### config.mk
export PLATFORM = sky130hd
export DESIGN_NAME = operand_scoreboard_porc2_flat
export DESIGN_NICKNAME = d
export VERILOG_FILES = /design/src/rtl/operand_scoreboard_porc2_if.sv /design/src/rtl/operand_scoreboard_porc2.sv /design/src/flat_wrapper.sv
export SDC_FILE = /design/constraint.sdc
export NUM_CORES = 1
export LEC_CHECK = 0
export ABC_AREA = 1
export CAP_MARGIN = 30
export CORE_UTILIZATION = 45
export CTS_CLUSTER_DIAMETER = 120
export DETAILED_ROUTE_END_ITERATION = 6
export PLACE_DENSITY = 0.8
export SLEW_MARGIN = 20
export SYNTH_ARGS = -nofsm -noshare
export SYNTH_HDL_FRONTEND = slang
export SYNTH_SLANG_ARGS = --single-unit
### constraint.sdc
create_clock -name clk -period 2.7 [get_ports clk]
set_clock_uncertainty 0.1 [all_clocks]
set_input_delay 0.405 -clock clk [delete_from_list [all_inputs] [get_ports clk]]
set_output_delay 0.405 -clock clk [all_outputs]
set_load 0.005 [all_outputs]
### src/rtl/operand_scoreboard_porc2_if.sv
// Bundle of every non-clock signal of operand_scoreboard_porc2.
//   slave  : the scheduler side (takes decode/writeback/control inputs, drives issue slot).
//   master : the environment side (decode, execute, writeback and branch unit).
// Optional: SCOREBOARD_STALL_COUNT_EN adds stall_count[15:0].
interface operand_scoreboard_porc2_if #(
  parameter int unsigned DATABITWIDTH = 16,
  parameter int unsigned REGCOUNT     = 16
);
  // Decode side
  logic                    in_valid;
  logic                    in_ready;
  logic [15:0]             in_instruction;
  logic [3:0]              in_a_addr;
  logic [3:0]              in_b_addr;
  logic                    in_read_a;
  logic                    in_read_b;
  logic                    in_write_a;
  logic                    in_mark_a_dirty;
  logic                    in_branch;
  logic [DATABITWIDTH-1:0] in_immediate;
  // Execute side
  logic                    out_valid;
  logic                    out_ready;
  logic [15:0]             out_instruction;
  logic [3:0]              out_a_addr;
  logic [3:0]              out_b_addr;
  logic                    out_write_a;
  logic [DATABITWIDTH-1:0] out_immediate;
  // Writeback, branch and flush
  logic                    wb0_valid;
  logic [3:0]              wb0_addr;
  logic                    wb1_valid;
  logic [3:0]              wb1_addr;
  logic                    branch_resolve;
  logic                    flush;
  logic [REGCOUNT-1:0]     dirty_vector;
`ifdef SCOREBOARD_STALL_COUNT_EN
  logic [15:0]             stall_count;
`endif

  modport slave (
    input  in_valid, in_instruction, in_a_addr, in_b_addr, in_read_a, in_read_b,
    input  in_write_a, in_mark_a_dirty, in_branch, in_immediate, out_ready,
    input  wb0_valid, wb0_addr, wb1_valid, wb1_addr, branch_resolve, flush,
    output in_ready, out_valid, out_instruction, out_a_addr, out_b_addr, out_write_a,
    output out_immediate, dirty_vector
`ifdef SCOREBOARD_STALL_COUNT_EN
    , output stall_count
`endif
  );

  modport master (
    output in_valid, in_instruction, in_a_addr, in_b_addr, in_read_a, in_read_b,
    output in_write_a, in_mark_a_dirty, in_branch, in_immediate, out_ready,
    output wb0_valid, wb0_addr, wb1_valid, wb1_addr, branch_resolve, flush,
    input  in_ready, out_valid, out_instruction, out_a_addr, out_b_addr, out_write_a,
    input  out_immediate, dirty_vector
`ifdef SCOREBOARD_STALL_COUNT_EN
    , input stall_count
`endif
  );
endinterface

### src/rtl/operand_scoreboard_porc2.sv
// Issue scheduler between decode and execute. Tracks per-register dirty bits for
// long-latency writers, stalls decoded instructions on operand hazards, serialises
// issue behind branches and presents a single registered issue slot.
// Ports:
//   clk        clock
//   clk_en     clock enable; all state holds while low
//   async_rst  asynchronous active-high reset
//   bus        operand_scoreboard_porc2_if.slave (decode/execute handshakes,
//              writeback clears, branch_resolve, flush, dirty_vector)
// Optional: define SCOREBOARD_STALL_COUNT_EN to add a saturating stall counter
// (bus.stall_count) counting RUN-state cycles where decode is valid but held off.
module operand_scoreboard_porc2 #(
  parameter int unsigned DATABITWIDTH = 16,
  parameter int unsigned REGCOUNT     = 16
) (
  input logic                  clk,
  input logic                  clk_en,
  input logic                  async_rst,
  operand_scoreboard_porc2_if.slave bus
);

  localparam logic [0:0] StRun        = 1'b0;
  localparam logic [0:0] StBranchWait = 1'b1;

  localparam logic [REGCOUNT-1:0] OneHot0 = {{(REGCOUNT-1){1'b0}}, 1'b1};

  logic [0:0]              state_q, state_d;
  logic [REGCOUNT-1:0]     dirty_q, dirty_d;
  logic [REGCOUNT-1:0]     clr, set_mask, dirty_eff;
  logic                    out_valid_q, out_valid_d;
  logic [15:0]             out_instruction_q;
  logic [3:0]              out_a_addr_q, out_b_addr_q;
  logic                    out_write_a_q;
  logic [DATABITWIDTH-1:0] out_immediate_q;
  logic                    hazard, in_ready, issue;

  always_comb begin
    clr = '0;
    if (bus.wb0_valid) clr = clr | (OneHot0 << bus.wb0_addr);
    if (bus.wb1_valid) clr = clr | (OneHot0 << bus.wb1_addr);
    // Same-cycle writeback is visible to the hazard check.
    dirty_eff = dirty_q & ~clr;
    hazard = ((bus.in_read_a | bus.in_write_a) & dirty_eff[bus.in_a_addr]) |
             (bus.in_read_b & dirty_eff[bus.in_b_addr]);
    // Held low for the whole reset assertion.
    in_ready = ~async_rst & (state_q == StRun) & ~bus.flush & ~hazard &
               (~out_valid_q | bus.out_ready);
    issue = bus.in_valid & in_ready;

    set_mask = '0;
    if (issue && bus.in_write_a && bus.in_mark_a_dirty) set_mask = OneHot0 << bus.in_a_addr;
    // Set is ORed after the clear, so a new writer wins over a retiring one.
    dirty_d = dirty_eff | set_mask;

    out_valid_d = out_valid_q;
    if (bus.flush)          out_valid_d = 1'b0;
    else if (issue)         out_valid_d = 1'b1;
    else if (bus.out_ready) out_valid_d = 1'b0;

    state_d = state_q;
    unique case (state_q)
      StRun:        if (issue && bus.in_branch) state_d = StBranchWait;
      StBranchWait: if (bus.branch_resolve || bus.flush) state_d = StRun;
      default:      state_d = StRun;
    endcase
  end

  always_ff @(posedge clk or posedge async_rst) begin
    if (async_rst) begin
      state_q           <= StRun;
      dirty_q           <= '0;
      out_valid_q       <= 1'b0;
      out_instruction_q <= '0;
      out_a_addr_q      <= '0;
      out_b_addr_q      <= '0;
      out_write_a_q     <= 1'b0;
      out_immediate_q   <= '0;
    end else if (clk_en) begin
      state_q     <= state_d;
      dirty_q     <= dirty_d;
      out_valid_q <= out_valid_d;
      if (issue) begin
        out_instruction_q <= bus.in_instruction;
        out_a_addr_q      <= bus.in_a_addr;
        out_b_addr_q      <= bus.in_b_addr;
        out_write_a_q     <= bus.in_write_a;
        out_immediate_q   <= bus.in_immediate;
      end
    end
  end

`ifdef SCOREBOARD_STALL_COUNT_EN
  logic [15:0] stall_count_q;

  always_ff @(posedge clk or posedge async_rst) begin
    if (async_rst) begin
      stall_count_q <= '0;
    end else if (clk_en && bus.in_valid && !in_ready && (state_q == StRun) &&
                 (stall_count_q != 16'hFFFF)) begin
      stall_count_q <= stall_count_q + 16'd1;
    end
  end

  assign bus.stall_count = stall_count_q;
`endif

  assign bus.in_ready        = in_ready;
  assign bus.out_valid       = out_valid_q;
  assign bus.out_instruction = out_instruction_q;
  assign bus.out_a_addr      = out_a_addr_q;
  assign bus.out_b_addr      = out_b_addr_q;
  assign bus.out_write_a     = out_write_a_q;
  assign bus.out_immediate   = out_immediate_q;
  assign bus.dirty_vector    = dirty_q;

endmodule

### src/flat_wrapper.sv
// flat-port wrapper written by rule: the top's interface ports become plain ports
module operand_scoreboard_porc2_flat 
#(
  parameter int unsigned DATABITWIDTH = 16,
  parameter int unsigned REGCOUNT     = 16
)
  (clk, clk_en, async_rst, bus_in_valid, bus_in_instruction, bus_in_a_addr, bus_in_b_addr, bus_in_read_a, bus_in_read_b, bus_in_write_a, bus_in_mark_a_dirty, bus_in_branch, bus_in_immediate, bus_out_ready, bus_wb0_valid, bus_wb0_addr, bus_wb1_valid, bus_wb1_addr, bus_branch_resolve, bus_flush, bus_in_ready, bus_out_valid, bus_out_instruction, bus_out_a_addr, bus_out_b_addr, bus_out_write_a, bus_out_immediate, bus_dirty_vector);
  operand_scoreboard_porc2_if #(.DATABITWIDTH(DATABITWIDTH), .REGCOUNT(REGCOUNT)) bus_i ();
  input logic clk;
  input logic clk_en;
  input logic async_rst;
  input wire logic [$bits(bus_i.in_valid)-1:0] bus_in_valid;
  input wire logic [$bits(bus_i.in_instruction)-1:0] bus_in_instruction;
  input wire logic [$bits(bus_i.in_a_addr)-1:0] bus_in_a_addr;
  input wire logic [$bits(bus_i.in_b_addr)-1:0] bus_in_b_addr;
  input wire logic [$bits(bus_i.in_read_a)-1:0] bus_in_read_a;
  input wire logic [$bits(bus_i.in_read_b)-1:0] bus_in_read_b;
  input wire logic [$bits(bus_i.in_write_a)-1:0] bus_in_write_a;
  input wire logic [$bits(bus_i.in_mark_a_dirty)-1:0] bus_in_mark_a_dirty;
  input wire logic [$bits(bus_i.in_branch)-1:0] bus_in_branch;
  input wire logic [$bits(bus_i.in_immediate)-1:0] bus_in_immediate;
  input wire logic [$bits(bus_i.out_ready)-1:0] bus_out_ready;
  input wire logic [$bits(bus_i.wb0_valid)-1:0] bus_wb0_valid;
  input wire logic [$bits(bus_i.wb0_addr)-1:0] bus_wb0_addr;
  input wire logic [$bits(bus_i.wb1_valid)-1:0] bus_wb1_valid;
  input wire logic [$bits(bus_i.wb1_addr)-1:0] bus_wb1_addr;
  input wire logic [$bits(bus_i.branch_resolve)-1:0] bus_branch_resolve;
  input wire logic [$bits(bus_i.flush)-1:0] bus_flush;
  output wire logic [$bits(bus_i.in_ready)-1:0] bus_in_ready;
  output wire logic [$bits(bus_i.out_valid)-1:0] bus_out_valid;
  output wire logic [$bits(bus_i.out_instruction)-1:0] bus_out_instruction;
  output wire logic [$bits(bus_i.out_a_addr)-1:0] bus_out_a_addr;
  output wire logic [$bits(bus_i.out_b_addr)-1:0] bus_out_b_addr;
  output wire logic [$bits(bus_i.out_write_a)-1:0] bus_out_write_a;
  output wire logic [$bits(bus_i.out_immediate)-1:0] bus_out_immediate;
  output wire logic [$bits(bus_i.dirty_vector)-1:0] bus_dirty_vector;
  assign bus_i.in_valid = bus_in_valid;
  assign bus_i.in_instruction = bus_in_instruction;
  assign bus_i.in_a_addr = bus_in_a_addr;
  assign bus_i.in_b_addr = bus_in_b_addr;
  assign bus_i.in_read_a = bus_in_read_a;
  assign bus_i.in_read_b = bus_in_read_b;
  assign bus_i.in_write_a = bus_in_write_a;
  assign bus_i.in_mark_a_dirty = bus_in_mark_a_dirty;
  assign bus_i.in_branch = bus_in_branch;
  assign bus_i.in_immediate = bus_in_immediate;
  assign bus_i.out_ready = bus_out_ready;
  assign bus_i.wb0_valid = bus_wb0_valid;
  assign bus_i.wb0_addr = bus_wb0_addr;
  assign bus_i.wb1_valid = bus_wb1_valid;
  assign bus_i.wb1_addr = bus_wb1_addr;
  assign bus_i.branch_resolve = bus_branch_resolve;
  assign bus_i.flush = bus_flush;
  assign bus_in_ready = bus_i.in_ready;
  assign bus_out_valid = bus_i.out_valid;
  assign bus_out_instruction = bus_i.out_instruction;
  assign bus_out_a_addr = bus_i.out_a_addr;
  assign bus_out_b_addr = bus_i.out_b_addr;
  assign bus_out_write_a = bus_i.out_write_a;
  assign bus_out_immediate = bus_i.out_immediate;
  assign bus_dirty_vector = bus_i.dirty_vector;
  operand_scoreboard_porc2 #(.DATABITWIDTH(DATABITWIDTH), .REGCOUNT(REGCOUNT)) u_core (.clk(clk), .clk_en(clk_en), .async_rst(async_rst), .bus(bus_i));
endmodule
==> results.yml <==
place:
  pre_cts_slack_ns: -0.655
  gp_congestion: 0.894
  placed_area_um2: 4800
  portBuffers: 120
  dp_hpwl_mm: 7.76
finish:
  design_area_um2: 5220
  diodes: 0
  area_delta_synth_final_pct: 59.0
  drive_above_1_share: 0.173
  final_common_cell: "nand2_1"
  final_nets: 684
  final_cell_mix: "nand2_1, clkdlybuf4s50_1, dfrtp_1, buf_4, inv_1"
worst_setup_path:
  r2r_slack_ns: 0.51
  cp_max_fo: 4
  critPathSlowestCell: "dlygate4sd2_1"
  max_stage_delay_ns: 0.30
  worstRegToRegCells: 15
  crit_type: "in2out"
  cp-start-kind: "input port"
  cpMostUsedCell: "nand2_1"
  endpoint_kind: "output pin"
  r2r-end: "u_core.bus.out_immediate[0]$_DFFE_PP0P_"
  crit_arrival_ns: 2.07
  r2r-start: "u_core.bus.dirty_vector[4]$_DFFE_PP0P_"
  crit_required_ns: 2.19
  cp-startpoint: "bus_wb1_addr[0]"
  path_cells: "dlygate4sd2_1, nor2_2, nand3_1, nand3_2, nand2_1, nand2_1, nand2_1, nand3_1, nand2_1, nor2_2, nor2_2, buf_4, nor2_4, buf_6"
timing:
  period_share: 0.955
  hold_viol_final: 0
  slew_headroom: 0.695
  setup_ws_ns: 0.121
  setup_viol: 0
  drv_slew: 0
  fmax_ghz: 0.388
  worst_pin_slew_ns: 0.457
  period_needed_ns: 2.58
global_routing:
  gr-total-overflow: 0
  grt_pass1_wl_mm: 16.8
  grt_use_total: 0.292
  antenna_found_initial: 0
  grt_pass1_vias: 3463
  grt_max_degree: 36
yosys:
  synth_area_um2: 3280
  synth_nets: 530
  yosys.area.top_type: "dfrtp_1"
  yosysSeqAreaShare: 0.450
  synth_area_leaders: "dfrtp_1, nand2_1, nand3_1"
  yosysUniqueCellTypes: 23
  ys_seq_elements: 59
  netlist_instances: 468
  post-synth-top-area-fraction: 0.450
  syn_avg_cell_area_um2: 7.02
  yosys_warnings: 0
cts:
  numCtsBuffers: 9
  cts_tree: "built"
  clockBufferDepth: 2
  clockRootBuffer: "clkbuf_8"
  clkTransAtPathRegs_ns: 0.07
  clk_latency_ns: 0.35
  cts.sink_count: 59
  cts_max_level: 3
detailed_routing:
  wl_per_cell_um: 14.6
  drcViolationCount: 0
  drt-total-wl_mm: 10.5
  vias: 3691
  met1_length_mm: 4.39
  dr_wl_met3_um: 893
  routed.top_layer: "met4"
  drt_iter0_markers: 292
  avgViaCountPerCell: 5.11
  detail-route-antenna-nets: 0
  dr.pass1.iters: 5
  met2_length_mm: 4.98
power:
  leakage_nw: 2.61
  p_per_area_nw_per_um2: 645
  max-vdd-ir-drop_uv: 369
floorplanning:
  std_cell_rows: 30
  die_y_um: 87.4
  initial_core_util: 0.475
  die_w_um: 87.4
  ioPinCount: 121
  core_um2: 6910
  die-area_um2: 7640
hold_path:
  min-delay-start: "u_core.bus.out_instruction[7]$_DFFE_PP0P_"
  hold_path_class: "reg2reg"
  min_to: "u_core.bus.out_instruction[7]$_DFFE_PP0P_"
  hold_depth: 2
outcome:
  status: "complete, no violations"
job:
  maxCapViolCount: 0
-- through the flow --
stage	power, mW	util	instances	hold slack (ns)	setup TNS [ns]
6_report	3.37	0.756	722	0.386	0
5_1_grt	3.57	0.756	722	0.409	-0.0232
4_1_cts	3.36	0.739	721	0.391	0
3_5_place_dp	2.40	0.695	704	0.364	-26.65
3_3_place_gp	2.38	0.695	704	0.362	-25.26
2_1_floorplan	1.65	-	468	0.344	0
-- logic make-up (layout without fill, tap and decap cells) --
group                  Yosys count  count (layout)  synth area share
and+or+nand+nor                310             310             0.408
buffers and inverters           66             224            0.0899
DFF                             59              59             0.450
AOI/OAI and AO/OA               33              33            0.0522
-- sequential cells by signal, indices dropped and copies added, names as in the netlist --
signal	count
u_core.bus.out_a_addr	4
u_core.bus.dirty_vector	16
u_core.bus.out_b_addr	4
u_core.bus.out_immediate	16
u_core.bus.out_write_a	1
u_core.state_q	1
u_core.bus.out_valid	1
u_core.bus.out_instruction	16
-- critical path, delay by kind of cell --
| family | cells | cell delay, ns |
|---|---|---|
| buffers and inverters | 3 | 0.54 |
| AND/OR/NAND/NOR | 11 | 1.11 |
-- metal layers --
layer / global-route usage / up-vias
met5: 0 / -
met4: 0.107 / 0
met1: 0.376 / 1690
li1: - / 1809
met2: 0.462 / 164
met3: 0.0919 / 28
-- cell usage after synthesis (all sizes together) --
| master | n |
|---|---|
| buf | 14 |
| nor2 | 37 |
| nand3 | 53 |
| inv | 42 |
| clkbuf | 8 |
| o21ai | 10 |
| a21oi | 20 |
| dfrtp | 59 |
| nor3 | 16 |
| or2 | 1 |
| nand4 | 21 |
| a2111oi | 1 |
| nand2 | 182 |
| clkinv | 2 |
| a31oi | 2 |
-- power breakdown --
group / leakage [nW] / total, mW / internal (mW) / switching, mW
registers: 0.718 / 1.28 / 1.11 / 0.170
logic: 1.78 / 1.16 / 0.691 / 0.470
clock network: 0.115 / 0.928 / 0.565 / 0.363
-- area by class of cell --
class | instances | area [um^2]
sequential | 59 | 1480
multi-input combinational | 343 | 1670
timing repair buffer | 165 | 1560
tap | 96 | 120
clock buffer | 11 | 151
inverter | 44 | 173
clock inverter | 4 | 73.8
fill | 544 | 1690
-- how the worst max path moves through the flow --
stage	end	slack, ns	depth (start not counted)
4_1_cts	bus_in_ready	0.009	15
2_1_floorplan	bus_in_ready	0.52	14
6_report	bus_in_ready	0.12	14
3_5_place_dp	u_core.bus.out_instruction[9]$_DFFE_PP0P_	-0.65	19
5_1_grt	bus_in_ready	-0.02	14
3_3_place_gp	u_core.bus.out_instruction[3]$_DFFE_PP0P_	-0.59	19
-- timing repair --
item                                    4_1_cts  5_1_grt
setup buffers                                 2        1
pin swaps                                     2       11
hold buffers                                  0        0
endpoints found under the setup margin       42       43
resized for setup                            30       30
Power figures use the tool's default switching activity.
